===== src/rtl/regbank_seq_pkg.sv =====
// Shared types for the registerbank instruction sequencer: FSM states,
// opcode values and the 16-bit instruction word layout.
package regbank_seq_pkg;

    localparam int INSTR_W = 16;
    localparam int OP_W    = 4;
    localparam int ADDR_W  = 4;
    localparam int TGT_W   = 2;
    localparam int ALU_W   = 3;
    localparam int RSVD_W  = 2;

    typedef enum logic [2:0] {
        ST_IDLE,
        ST_FETCH,
        ST_READ,
        ST_EXEC,
        ST_WB,
        ST_HALTED
    } state_t;

    // Opcodes 1-7 are ALU functions; A-E are undefined.
    typedef enum logic [OP_W-1:0] {
        OP_NOP  = 4'h0,
        OP_JMP  = 4'h8,
        OP_JZ   = 4'h9,
        OP_HALT = 4'hF
    } opcode_t;

    typedef struct packed {
        logic [OP_W-1:0]   op;
        logic [TGT_W-1:0]  target;
        logic [ADDR_W-1:0] src1;
        logic [ADDR_W-1:0] src2;
        logic [RSVD_W-1:0] rsvd;
    } instr_t;

endpackage


===== src/rtl/regbank_sequencer_if.sv =====
// Instruction-fetch handshake between the sequencer (master) and
// instruction memory (slave).
interface regbank_sequencer_if;
    logic        fetchRequest;
    logic [15:0] fetchAddress;
    logic        fetchValid;
    logic [15:0] fetchData;

    modport master (output fetchRequest, output fetchAddress,
                    input  fetchValid,   input  fetchData);
    modport slave  (input  fetchRequest, input  fetchAddress,
                    output fetchValid,   output fetchData);
endinterface


===== src/rtl/seq_decode.sv =====
// Combinational opcode classifier for the latched instruction register.
module seq_decode
    import regbank_seq_pkg::*;
(
    input  logic [OP_W-1:0]  op_i,
    output logic             isAlu_o,
    output logic             isJmp_o,
    output logic             isJz_o,
    output logic             isHalt_o,
    output logic             illegal_o,
    output logic [ALU_W-1:0] aluOp_o
);

    always_comb begin
        isAlu_o   = 1'b0;
        isJmp_o   = 1'b0;
        isJz_o    = 1'b0;
        isHalt_o  = 1'b0;
        illegal_o = 1'b0;
        aluOp_o   = '0;
        case (op_i)
            OP_NOP:  ;
            OP_JMP:  isJmp_o  = 1'b1;
            OP_JZ:   isJz_o   = 1'b1;
            OP_HALT: isHalt_o = 1'b1;
            default: begin
                // Low half of the opcode space is the ALU, the rest of the upper half is undefined.
                if (!op_i[3]) begin
                    isAlu_o = 1'b1;
                    aluOp_o = op_i[ALU_W-1:0];
                end else begin
                    illegal_o = 1'b1;
                end
            end
        endcase
    end

endmodule


===== src/rtl/regbank_sequencer.sv =====
// Four-phase (FETCH/READ/EXEC/WB) instruction sequencer driving the
// registerbank read/write/jump controls and the ALU opcode.
module regbank_sequencer
    import regbank_seq_pkg::*;
#(
    parameter int FETCH_TIMEOUT = 16
) (
    input  logic                  clk,
    input  logic                  rst_n,
    input  logic                  start_i,
    input  logic [INSTR_W-1:0]    instructionPointer_i,
    input  logic                  zeroFlag_i,
    regbank_sequencer_if.master   fetch,
    output logic [ADDR_W-1:0]     source1Address_o,
    output logic [ADDR_W-1:0]     source2Address_o,
    output logic [TGT_W-1:0]      targetAddress_o,
    output logic                  targetWriteEnable_o,
    output logic                  jump_o,
    output logic [ALU_W-1:0]      aluOp_o,
    output logic                  halted_o,
    output logic                  illegalOp_o,
    output logic                  fetchError_o
);

    localparam int CNT_W = (FETCH_TIMEOUT > 0) ? $clog2(FETCH_TIMEOUT + 1) : 1;
    localparam logic [CNT_W-1:0] CNT_LAST = CNT_W'((FETCH_TIMEOUT > 0) ? FETCH_TIMEOUT - 1 : 0);
    localparam logic [CNT_W-1:0] CNT_SAT  = CNT_W'(FETCH_TIMEOUT);

    state_t               state_q;
    instr_t               instrReg_q;
    logic [INSTR_W-1:0]   fetchAddress_q;
    logic [CNT_W-1:0]     timeoutCnt_q;
    logic                 targetWriteEnable_q;
    logic                 jump_q;
    logic [ALU_W-1:0]     aluOp_q;
    logic                 illegalOp_q;
    logic                 fetchError_q;

    logic                 decAlu;
    logic                 decJmp;
    logic                 decJz;
    logic                 decHalt;
    logic                 decIllegal;
    logic [ALU_W-1:0]     decAluOp;
    logic                 timeoutExpired;
    logic                 unusedRsvd;

    seq_decode uDecode (
        .op_i      (instrReg_q.op),
        .isAlu_o   (decAlu),
        .isJmp_o   (decJmp),
        .isJz_o    (decJz),
        .isHalt_o  (decHalt),
        .illegal_o (decIllegal),
        .aluOp_o   (decAluOp)
    );

    // The fetch arriving in the expiry cycle still wins, because fetchValid is tested first.
    assign timeoutExpired = (FETCH_TIMEOUT != 0) && (timeoutCnt_q == CNT_LAST);
    assign unusedRsvd     = ^instrReg_q.rsvd;

    always_ff @(posedge clk or negedge rst_n) begin
        if (!rst_n) begin
            state_q             <= ST_IDLE;
            instrReg_q          <= '0;
            fetchAddress_q      <= '0;
            timeoutCnt_q        <= '0;
            targetWriteEnable_q <= 1'b0;
            jump_q              <= 1'b0;
            aluOp_q             <= '0;
            illegalOp_q         <= 1'b0;
            fetchError_q        <= 1'b0;
        end else begin
            targetWriteEnable_q <= 1'b0;
            jump_q              <= 1'b0;
            aluOp_q             <= '0;
            illegalOp_q         <= 1'b0;
            fetchError_q        <= 1'b0;
            case (state_q)
                ST_IDLE, ST_HALTED: begin
                    if (start_i) begin
                        state_q        <= ST_FETCH;
                        fetchAddress_q <= instructionPointer_i;
                        timeoutCnt_q   <= '0;
                    end
                end
                ST_FETCH: begin
                    if (fetch.fetchValid) begin
                        instrReg_q <= instr_t'(fetch.fetchData);
                        state_q    <= ST_READ;
                    end else if (timeoutExpired) begin
                        fetchError_q <= 1'b1;
                        state_q      <= ST_IDLE;
                    end else if (timeoutCnt_q != CNT_SAT) begin
                        timeoutCnt_q <= timeoutCnt_q + 1'b1;
                    end
                end
                ST_READ: begin
                    aluOp_q     <= decAluOp;
                    illegalOp_q <= decIllegal;
                    state_q     <= ST_EXEC;
                end
                ST_EXEC: begin
                    // Write and jump come from disjoint opcode classes, so they never coincide.
                    targetWriteEnable_q <= decAlu;
                    jump_q              <= decJmp | (decJz & zeroFlag_i);
                    state_q             <= ST_WB;
                end
                ST_WB: begin
                    if (decHalt) begin
                        state_q <= ST_HALTED;
                    end else begin
                        state_q        <= ST_FETCH;
                        fetchAddress_q <= instructionPointer_i;
                        timeoutCnt_q   <= '0;
                    end
                end
                default: state_q <= ST_IDLE;
            endcase
        end
    end

    assign fetch.fetchRequest = (state_q == ST_FETCH);
    assign fetch.fetchAddress = fetchAddress_q;
    assign halted_o           = (state_q == ST_HALTED);

    assign source1Address_o    = instrReg_q.src1;
    assign source2Address_o    = instrReg_q.src2;
    assign targetAddress_o     = instrReg_q.target;
    assign targetWriteEnable_o = targetWriteEnable_q;
    assign jump_o              = jump_q;
    assign aluOp_o             = aluOp_q;
    assign illegalOp_o         = illegalOp_q;
    assign fetchError_o        = fetchError_q;

endmodule

===== src/flat_wrapper.sv =====
// flat-port wrapper written by rule: the top's interface ports become plain ports
module regbank_sequencer_flat import regbank_seq_pkg::*;
#(
    parameter int FETCH_TIMEOUT = 16
)
  (clk, rst_n, start_i, instructionPointer_i, zeroFlag_i, source1Address_o, source2Address_o, targetAddress_o, targetWriteEnable_o, jump_o, aluOp_o, halted_o, illegalOp_o, fetchError_o, fetch_fetchRequest, fetch_fetchAddress, fetch_fetchValid, fetch_fetchData);
  regbank_sequencer_if fetch_i ();
  input  logic clk;
  input  logic rst_n;
  input  logic start_i;
  input  logic [INSTR_W-1:0] instructionPointer_i;
  input  logic zeroFlag_i;
  output logic [ADDR_W-1:0] source1Address_o;
  output logic [ADDR_W-1:0] source2Address_o;
  output logic [TGT_W-1:0] targetAddress_o;
  output logic targetWriteEnable_o;
  output logic jump_o;
  output logic [ALU_W-1:0] aluOp_o;
  output logic halted_o;
  output logic illegalOp_o;
  output logic fetchError_o;
  output wire logic [$bits(fetch_i.fetchRequest)-1:0] fetch_fetchRequest;
  output wire logic [$bits(fetch_i.fetchAddress)-1:0] fetch_fetchAddress;
  input wire logic [$bits(fetch_i.fetchValid)-1:0] fetch_fetchValid;
  input wire logic [$bits(fetch_i.fetchData)-1:0] fetch_fetchData;
  assign fetch_fetchRequest = fetch_i.fetchRequest;
  assign fetch_fetchAddress = fetch_i.fetchAddress;
  assign fetch_i.fetchValid = fetch_fetchValid;
  assign fetch_i.fetchData = fetch_fetchData;
  regbank_sequencer #(.FETCH_TIMEOUT(FETCH_TIMEOUT)) u_core (.clk(clk), .rst_n(rst_n), .start_i(start_i), .instructionPointer_i(instructionPointer_i), .zeroFlag_i(zeroFlag_i), .fetch(fetch_i), .source1Address_o(source1Address_o), .source2Address_o(source2Address_o), .targetAddress_o(targetAddress_o), .targetWriteEnable_o(targetWriteEnable_o), .jump_o(jump_o), .aluOp_o(aluOp_o), .halted_o(halted_o), .illegalOp_o(illegalOp_o), .fetchError_o(fetchError_o));
endmodule

===== config.mk =====
export PLATFORM = sky130hd
export DESIGN_NAME = regbank_sequencer_flat
export DESIGN_NICKNAME = d
export VERILOG_FILES = /design/src/rtl/regbank_seq_pkg.sv /design/src/rtl/regbank_sequencer_if.sv /design/src/rtl/seq_decode.sv /design/src/rtl/regbank_sequencer.sv /design/src/flat_wrapper.sv
export SDC_FILE = /design/constraint.sdc
export NUM_CORES = 1
export LEC_CHECK = 0
export CAP_MARGIN = 20
export CORE_UTILIZATION = 49
export DETAILED_ROUTE_END_ITERATION = 10
export PLACE_DENSITY = 0.85
export SLEW_MARGIN = 20
export SYNTH_ARGS = -nofsm -noshare
export SYNTH_HDL_FRONTEND = slang
export SYNTH_HIERARCHICAL = 1
export SYNTH_SLANG_ARGS = --single-unit

===== constraint.sdc =====
create_clock -name clk -period 4.3 [get_ports clk]
set_clock_uncertainty 0.15 [all_clocks]
set_input_delay 0.86 -clock clk [delete_from_list [all_inputs] [get_ports clk]]
set_output_delay 0.86 -clock clk [all_outputs]
set_load 0.01 [all_outputs]

* Word level (Yosys, flattened, before mapping)
Index checks and enable logic that the tools add are counted.
** Operators by class
- $add $sub $neg :: 1
- Equal/unequal tests :: 16
- Multiplexer cells :: 30
- Bitwise operators :: 2
- Reductions and logical operators :: 10
** Operators by type and width (count)
- 16-bit 2-to-1 mux :: 2
- 16-bit case mux with 2 select lines :: 1
- 5-bit 2-to-1 mux :: 5
- 3-bit 2-to-1 mux :: 7
- 3-bit case mux with 5 select lines :: 1
- 5-bit case mux with 3 select lines :: 1
- 1-bit 2-to-1 mux :: 13
- 4-bit == test (second input constant) :: 3
- 2-bit inequality test (second input constant) :: 4
- 3-bit by 2-bit == test with 1-bit output (second input constant) :: 2
- 3-bit == test (second input constant) :: 2
- 6-bit AND reduction :: 1
- 5-bit by 1-bit adder with 5-bit output (second input constant) :: 1
- 5-bit by 4-bit == test with 1-bit output (second input constant) :: 1
- 5-bit inequality test (second input constant) :: 1
- 4-bit logical NOT :: 1
- 2-bit AND reduction :: 2
- 4-bit OR reduction :: 1
- 3-bit by 1-bit == test with 1-bit output (second input constant) :: 1
- 3-bit logical NOT :: 1
- 3-bit by 1-bit inequality test with 1-bit output (second input constant) :: 1
- 3-bit AND reduction :: 1
- 3-bit nonzero test :: 1
- 2-bit by 1-bit inequality test with 1-bit output (second input constant) :: 1
- 4 further kinds :: 4
** Storage, ports and cells
- Register bits after elaboration :: 45
- Input bits :: 37
- Output and inout port bits :: 35
- Word-level logic and storage cells :: 71

* Longest topological paths before layout
Gate-level depths: netlist of run 1.
- Word-level depth :: 5
- Mapped depth :: 7
- Depth with buffers taken out :: 7

* Cells and area by module
The synthesis of run 1 kept the hierarchy.
** Modules (own cells, without submodules)
- regbank_sequencer :: instances 1, cells an instance 149, area each 2084.5 sq um, sequential area each 1126.1 sq um
- seq_decode :: instances 1, cells an instance 12, area each 68.8 sq um, sequential area each 0.0 sq um

* Least setup slack after synthesis of run 1
Ideal clock, no wire load.
- Path type :: input port to flip-flop
- Start point :: in start_i
- End point :: reg u_core.fetchAddress_q[0], in the netlist u_core/fetch.fetchAddress[0]
- Setup time :: 0.125 ns
- Arrival :: 1.755 ns
- Required time :: 4.025 ns
- Setup slack :: 2.270 ns
- Stages :: 5
- Buffers on the path :: 1
- Cells stage by stage :: and2_4 -> o21ai_2 -> a21oi_4 -> buf_12 -> mux2_4
** On the way
- Cells in the longest elaborated chain, start to end :: 2
** RTL lines
- from (decl) :: RTL line flat_wrapper.sv:10 : input logic start_i;
- 2-bit inequality test (no line)
- 3-bit AND reduction (no line)
- to (signal assigned) :: RTL line regbank_sequencer.sv:83 : fetchAddress_q <= instructionPointer_i;
- to (signal assigned) :: RTL line regbank_sequencer.sv:114 : fetchAddress_q <= instructionPointer_i;
- to (decl) :: RTL line regbank_sequencer.sv:31 : logic [INSTR_W-1:0] fetchAddress_q;
Every way passes these cells.
A chain may end at the register's enable or synchronous reset.

* Worst setup path in the final report of run 1
- Start point :: reg u_core.state_q[0]
- End point :: out fetch_fetchRequest
** On the way
- Cells in the longest elaborated chain, start to end :: 1
** RTL lines
- from (decl) :: RTL line regbank_sequencer.sv:29 : state_t state_q;
- from (signal assigned) :: RTL line regbank_sequencer.sv:64 : state_q <= ST_IDLE;
- from (signal assigned) :: RTL line regbank_sequencer.sv:82 : state_q <= ST_FETCH;
- from (signal assigned) :: RTL line regbank_sequencer.sv:90 : state_q <= ST_READ;
- 3-bit by 1-bit == test with 1-bit output :: RTL line regbank_sequencer.sv:123 : assign fetch.fetchRequest = (state_q == ST_FETCH);
- to (decl) :: RTL line flat_wrapper.sv:22 : output wire logic [$bits(fetch_i.fetchRequest)-1:0] fetch_fetchRequest;
Every way passes these cells.

==> flow_metrics.tcl, run 1 <==
set metrics [dict create \
    status "complete, no violations" \
    grt_max_degree 46 \
    start_kind "flop" \
    ys_ff_latch 45 \
    cts_inserted_buffers 5 \
    numClockSinks 45 \
    min_path_type "reg2reg" \
    holdWs_ps 360.6 \
    grt_pass1_wl_um 6065 \
    async_flop_share 1.000 \
    slew_violations 0 \
    cts_hold_buf 0 \
    nFillCells 312 \
    swShare 0.3327 \
    boundaryPins 72 \
    io_buffer_count 69 \
    post_layout_nonfiller_instances 272 \
    n_antenna_cell 0 \
    drv_cap 0 \
    hp-start "u_core/fetch.fetchAddress[9]" \
    vias 1440 \
    start_util 0.5233 \
    hpwlAfterDp_um 2897 \
    p_per_area_nw_per_um2 701.2 \
    syn_inst 161 \
    synth_top_area_frac 0.5230 \
    drt_pre_antenna_iters 4 \
    fin_crit_sh 0.7014 \
    power.internal_mw 1.329 \
    clk_path_buf_depth 2 \
    grt_usage 0.1798 \
    wl_um 3988 \
    crit_arrival_ps 2010 \
    stdcell_area_um2 2841 \
    period_minus_slack_ps 3016 \
    drt_iter0_markers 39 \
    synth_area_leaders "dfrtp_1, mux2_4, mux2_2" \
    fmax_mhz 331.6 \
    p_leak_nw 1.241 \
    required_ps 3290 \
    post_cts_buffers 0 \
    grt_pass1_vias 1374 \
    cts_resized 0 \
    switchingPower_mw 0.6629 \
    worst_pin_slew_ps 812.5 \
    worstSetupStartpoint "u_core/state_q[0]" \
    ys_warn_count 6 \
    place_area_um2 2749 \
    ys_seq_area_frac 0.5230 \
    power_frac_comb 0.489 \
    rows 23 \
    drive_gt1_frac 0.2252 \
    ys_types 39 \
    cp_max_fo 10 \
    finalNetCount 261 \
    post-place-cells 264 \
    wl_per_cell_um 14.66 \
    max_slew_margin 0.4584 \
    yosysMostFrequentCell "dfrtp_1" \
    vdd_drop_max_mv 0.3320 \
    pwr-share-clk 0.131 \
    rsz0062_at_grt "false" \
    cts-htree-levels 2 \
    syn_to_final_growth_pct 31.96 \
    synth_edf_count 0 \
    via_per_inst 5.294 \
    hold_viol 0 \
    pwr-share-seq 0.380 \
    gp_congestion 0.7674 \
    synth_top_cells_by_count "dfrtp_1, mux2_4, mux2_2" \
    crit-reg2reg-launch "u_core/state_q[0]" \
    die_width_um 68.29 \
    clkLatencyLatePin_ps 290 \
    avgSynthCellArea_um2 13.37 \
    tns_ps 0 \
    core_region_area_um2 4115 \
    syn_area_um2 2153 \
    cts.reportedPaths.clkPinSlew_ps 80 \
    antenna_found_initial 0 \
    synth_top_area_cell "dfrtp_1" \
    crit_type "reg2out" \
    drc 0 \
    die_h_um 68.29 \
    dieArea_um2 4664 \
    ant_nets 0 \
    synthFlopType "dfrtp_1" \
    grt-ovfl-total 0 \
    cts_root_buf "clkbuf_8" \
    syn_nets 201 \
    tritoncts "done" \
    critPathCaptureType "output port" \
    setup_viol 0 \
]
[final cells by class]
type                            instances  area, um^2  share of cell area
Clock buffer                            5       68.82             0.02422
Clock inverter                          3       21.27            0.007486
Inverter                                5       18.77            0.006605
Multi-Input combinational cell         95       855.8              0.3012
Sequential cell                        45        1126              0.3963
Tap cell                               50       62.56             0.02202
Timing Repair Buffer                   69       688.2              0.2422
[flip-flops by register name (all words and copies together), names as in the netlist]
signal,count
u_core/fetch.fetchAddress,16
u_core/timeoutCnt_q,5
u_core/instrReg_q,4
u_core/source1Address_o,4
u_core/source2Address_o,4
u_core/aluOp_o,3
u_core/state_q,3
u_core/targetAddress_o,2
u_core/fetchError_o,1
u_core/illegalOp_o,1
u_core/jump_o,1
u_core/targetWriteEnable_o,1
[layer usage]
layer,up-vias,track usage,wire length [um]
met3,7,0.04833,272
met1,706,0.1958,1669
met5,-,0,0
met2,55,0.3137,1973
met4,0,0.09896,73
li1,672,-,-
[worst paths after layout]
path                                                      to  slack, ps  cells after the start
worst max-delay path                      fetch_fetchRequest       1280                      3
worst min-delay path            u_core/fetch.fetchAddress[9]        360                      1
worst max register to register    u_core/source2Address_o[2]       2090                      3
worst min register to register  u_core/fetch.fetchAddress[9]        360                      1
max in group asynchronous                  u_core/aluOp_o[1]       3210                      1
min in group asynchronous       u_core/fetch.fetchAddress[6]        400                      1
[metrics by stage]
step	total power, mW	setup WS, ps	util
floorplan	1.454	2270	-
global placement	1.717	1405	0.6680
detailed placement	1.743	1381	0.6680
CTS	2.014	1285	0.6899
global route	2.127	1192	0.6905
finish	1.992	1284	0.6905
[cells in the final DEF (no fill, tap or decap), types with 2 or more instances in the layout]
cell             synthesis  final
clkdlybuf4s50_1          0     68
nor3_1                   4      4
a32o_1                   2      2
and3_1                   8      8
ha_1                     3      3
nor2b_1                  2      2
mux2_2                  11     11
or2b_1                   2      2
nand2_1                  5      5
nand3_1                  4      4
o21ai_0                  5      5
inv_1                    4      4
a21oi_1                  4      4
dfrtp_1                 45     45
clkbuf_8                 0      5
nor2_1                   6      6
mux2_4                  20     20
[critical path: stages, from the launching register on]
cell and delay, ps:
dfrtp_1 560, or2b_1 330, nor2_1 240, clkdlybuf4s50_1 590
[logic make-up (layout without fill, tap and decap cells)]
group / count (synthesis) / count (layout) / share of synthesized area
fa+ha+maj: 3 / 3 / 0.01743
compound gates: 19 / 19 / 0.06451
mux: 32 / 32 / 0.2016
buf+inv: 21 / 82 / 0.07960
simple gates: 41 / 41 / 0.1139
flops: 45 / 45 / 0.5230
[power groups by stage]
stage	Combinational [mW]	Clock, mW	Sequential (mW)
6_report	0.974	0.262	0.757
2_1_floorplan	0.702	0	0.752
5_1_grt	1.05	0.288	0.790
3_3_place_gp	0.964	0	0.754
3_5_place_dp	0.976	0	0.766
4_1_cts	0.984	0.273	0.757
Power figures use the tool's default switching activity.
==> inputs of run 2 (changes only) <==
--- a/config.mk
+++ b/config.mk
@@ -6,9 +6,9 @@
 export NUM_CORES = 1
 export LEC_CHECK = 0
 export CAP_MARGIN = 20
-export CORE_UTILIZATION = 49
+export CORE_UTILIZATION = 41
 export DETAILED_ROUTE_END_ITERATION = 10
-export PLACE_DENSITY = 0.85
+export PLACE_DENSITY = 0.76
 export SLEW_MARGIN = 20
 export SYNTH_ARGS = -nofsm -noshare
 export SYNTH_HDL_FRONTEND = slang
==> constraint.sdc (replaced) <==
create_clock -name clk -period 2.7 [get_ports clk]
set_clock_uncertainty 0.15 [all_clocks]
set_input_delay 0.54 -clock clk [delete_from_list [all_inputs] [get_ports clk]]
set_output_delay 0.54 -clock clk [all_outputs]
set_load 0.01 [all_outputs]
==> run 2 against run 1 <==
  * Final cell count is 9.9% higher
  * Cell area is 5.1% higher
  * Clock power is 130% higher
  * Largest cell class unchanged
  * Largest power group unchanged
  * Routed wire length is 6.8% higher
  * Sequential power is 52% higher
==> flow_metrics.tcl, run 2 (same netlist as run 1, synthesis figures left out) <==
set metrics [dict create \
    cp_max_fo 5 \
    fin_crit_sh 0.9213 \
    wl_per_cell_um 14.24 \
    largest_register_ffs 16 \
    dieArea_um2 5546 \
    crit-reg2reg-launch "u_core/timeoutCnt_q[0]" \
    clk_path_buf_depth 2 \
    hold_viol 0 \
    grt_pass1_wl_um 6555 \
    drt_pre_antenna_iters 4 \
    finalPower_mw 3.455 \
    finalNetCount 268 \
    boundaryPins 72 \
    required_ps 2010 \
    drive_gt1_frac 0.2489 \
    hpwlAfterDp_um 3123 \
    vdd_drop_max_mv 0.4695 \
    syn_to_final_growth_pct 38.64 \
    cts_root_buf "clkbuf_8" \
    core_region_area_um2 5075 \
    gp_congestion 0.8815 \
    vias 1450 \
    grt_usage 0.1612 \
    crit_type "reg2out" \
    ff2ff_setup_slack_ps 490 \
    critPathCaptureType "output port" \
    start_kind "flop" \
    p_leak_nw 1.306 \
    start_util 0.4243 \
    tns_ps 0 \
    final_cell_mix "clkdlybuf4s50_1, dfrtp_1, mux2_4, mux2_2, and3_1" \
    rsz0062_at_grt "false" \
    worst_pin_slew_ps 420.2 \
    drc 0 \
    fmax_mhz 402.0 \
    cts_resized 0 \
    cts-htree-levels 2 \
    crit_arrival_ps 1800 \
    cts.reportedPaths.clkPinSlew_ps 80 \
    tritoncts "done" \
    setup_viol 0 \
    wl_um 4259 \
    grt-ovfl-total 0 \
    die_width_um 74.47 \
    p_per_area_nw_per_um2 1157 \
    die_h_um 74.47 \
    io_buffer_count 69 \
    nFillCells 451 \
    final_common_cell "clkdlybuf4s50_1" \
    cts_hold_buf 0 \
    ant_nets 0 \
    max_slew_margin 0.7154 \
    drt_iter0_markers 54 \
    grt_max_degree 20 \
    period_minus_slack_ps 2487 \
    cts_inserted_buffers 5 \
    grt_pass1_vias 1355 \
    via_per_inst 4.849 \
    worstSetupStartpoint "u_core/state_q[2]" \
    min_path_type "in2async" \
    clkLatencyLatePin_ps 300 \
    status "complete, no violations" \
    numClockSinks 45 \
    n_antenna_cell 0 \
    slew_violations 0 \
    drv_cap 0 \
    post_cts_buffers 0 \
    rows 26 \
    antenna_found_initial 0 \
]
-- run 2: cell count changes in the layout (fill, tap and decap cells not counted) --
cell and change:
buf_12 +2, buf_2 +1, buf_4 +4, bufinv_16 +2, clkinvlp_4 -1, inv_6 -1
-- run 2: final timing paths --
| path | cells past startpoint | end |
|---|---|---|
| hold reg to reg | 1 | u_core/fetch.fetchAddress[7] |
| setup reg to reg | 7 | u_core/timeoutCnt_q[0] |
| max in group asynchronous | 2 | u_core/timeoutCnt_q[3] |
| setup / recovery | 3 | fetch_fetchRequest |
| hold / removal | 1 | u_core/fetch.fetchAddress[5] |
| min in group clk | 1 | u_core/fetch.fetchAddress[7] |
-- run 2: final cells by class --
class	instances	area, um^2	area share
clock inverter	3	65.06	0.02179
sequential	45	1126	0.3772
timing repair buffer	76	763.2	0.2557
tap	70	87.58	0.02934
clock buffer	5	68.82	0.02305
multi-input combinational	95	855.8	0.2867
inverter	5	18.77	0.006287
-- run 2: stage by stage --
| stage | cell area (um^2) | instances | setup WS, ps | util | hold slack [ps] |
|---|---|---|---|---|---|
| final | 2985 | 299 | 212.5 | 0.5883 | 13.84 |
| after global routing | 2985 | 299 | 107.5 | 0.5883 | 33.97 |
| after CTS | 2985 | 299 | 175.0 | 0.5883 | 19.21 |
| after detailed placement | 2851 | 291 | 381.0 | 0.5619 | 342.1 |
| after global placement | 2851 | 291 | 405.1 | 0.5619 | 339.1 |
| after floorplan | 2153 | 161 | 762.5 | - | 94.41 |
-- run 2: critical path, stage by stage (launching register included) --
cell and delay, ps:
dfrtp_1 380, or2b_1 290, nor2_1 240, clkdlybuf4s50_1 590
-- run 2: layer usage --
| metal | global-route usage | wire [um] | up-vias |
|---|---|---|---|
| met5 | 0 | 0 | - |
| met4 | 0.05660 | 55 | 0 |
| met3 | 0.05285 | 327 | 5 |
| met2 | 0.2513 | 2054 | 53 |
| met1 | 0.2105 | 1821 | 707 |
| li1 | - | - | 685 |
-- run 2: power breakdown --
group	switching [mW]	total, mW	leakage, nW	internal [mW]
Combinational	0.660	1.71	0.682	1.05
Sequential	0.191	1.15	0.555	0.957
Clock	0.225	0.593	0.0681	0.367
==> inputs of run 3 (changes only) <==
--- a/config.mk
+++ b/config.mk
@@ -9,7 +9,7 @@
 export CORE_UTILIZATION = 41
 export DETAILED_ROUTE_END_ITERATION = 10
 export PLACE_DENSITY = 0.76
-export SLEW_MARGIN = 20
+export SLEW_MARGIN = 30
 export SYNTH_ARGS = -nofsm -noshare
 export SYNTH_HDL_FRONTEND = slang
 export SYNTH_HIERARCHICAL = 1
==> results of run 3 <==
Final layout, timing and power as in run 2 (identical DEF).
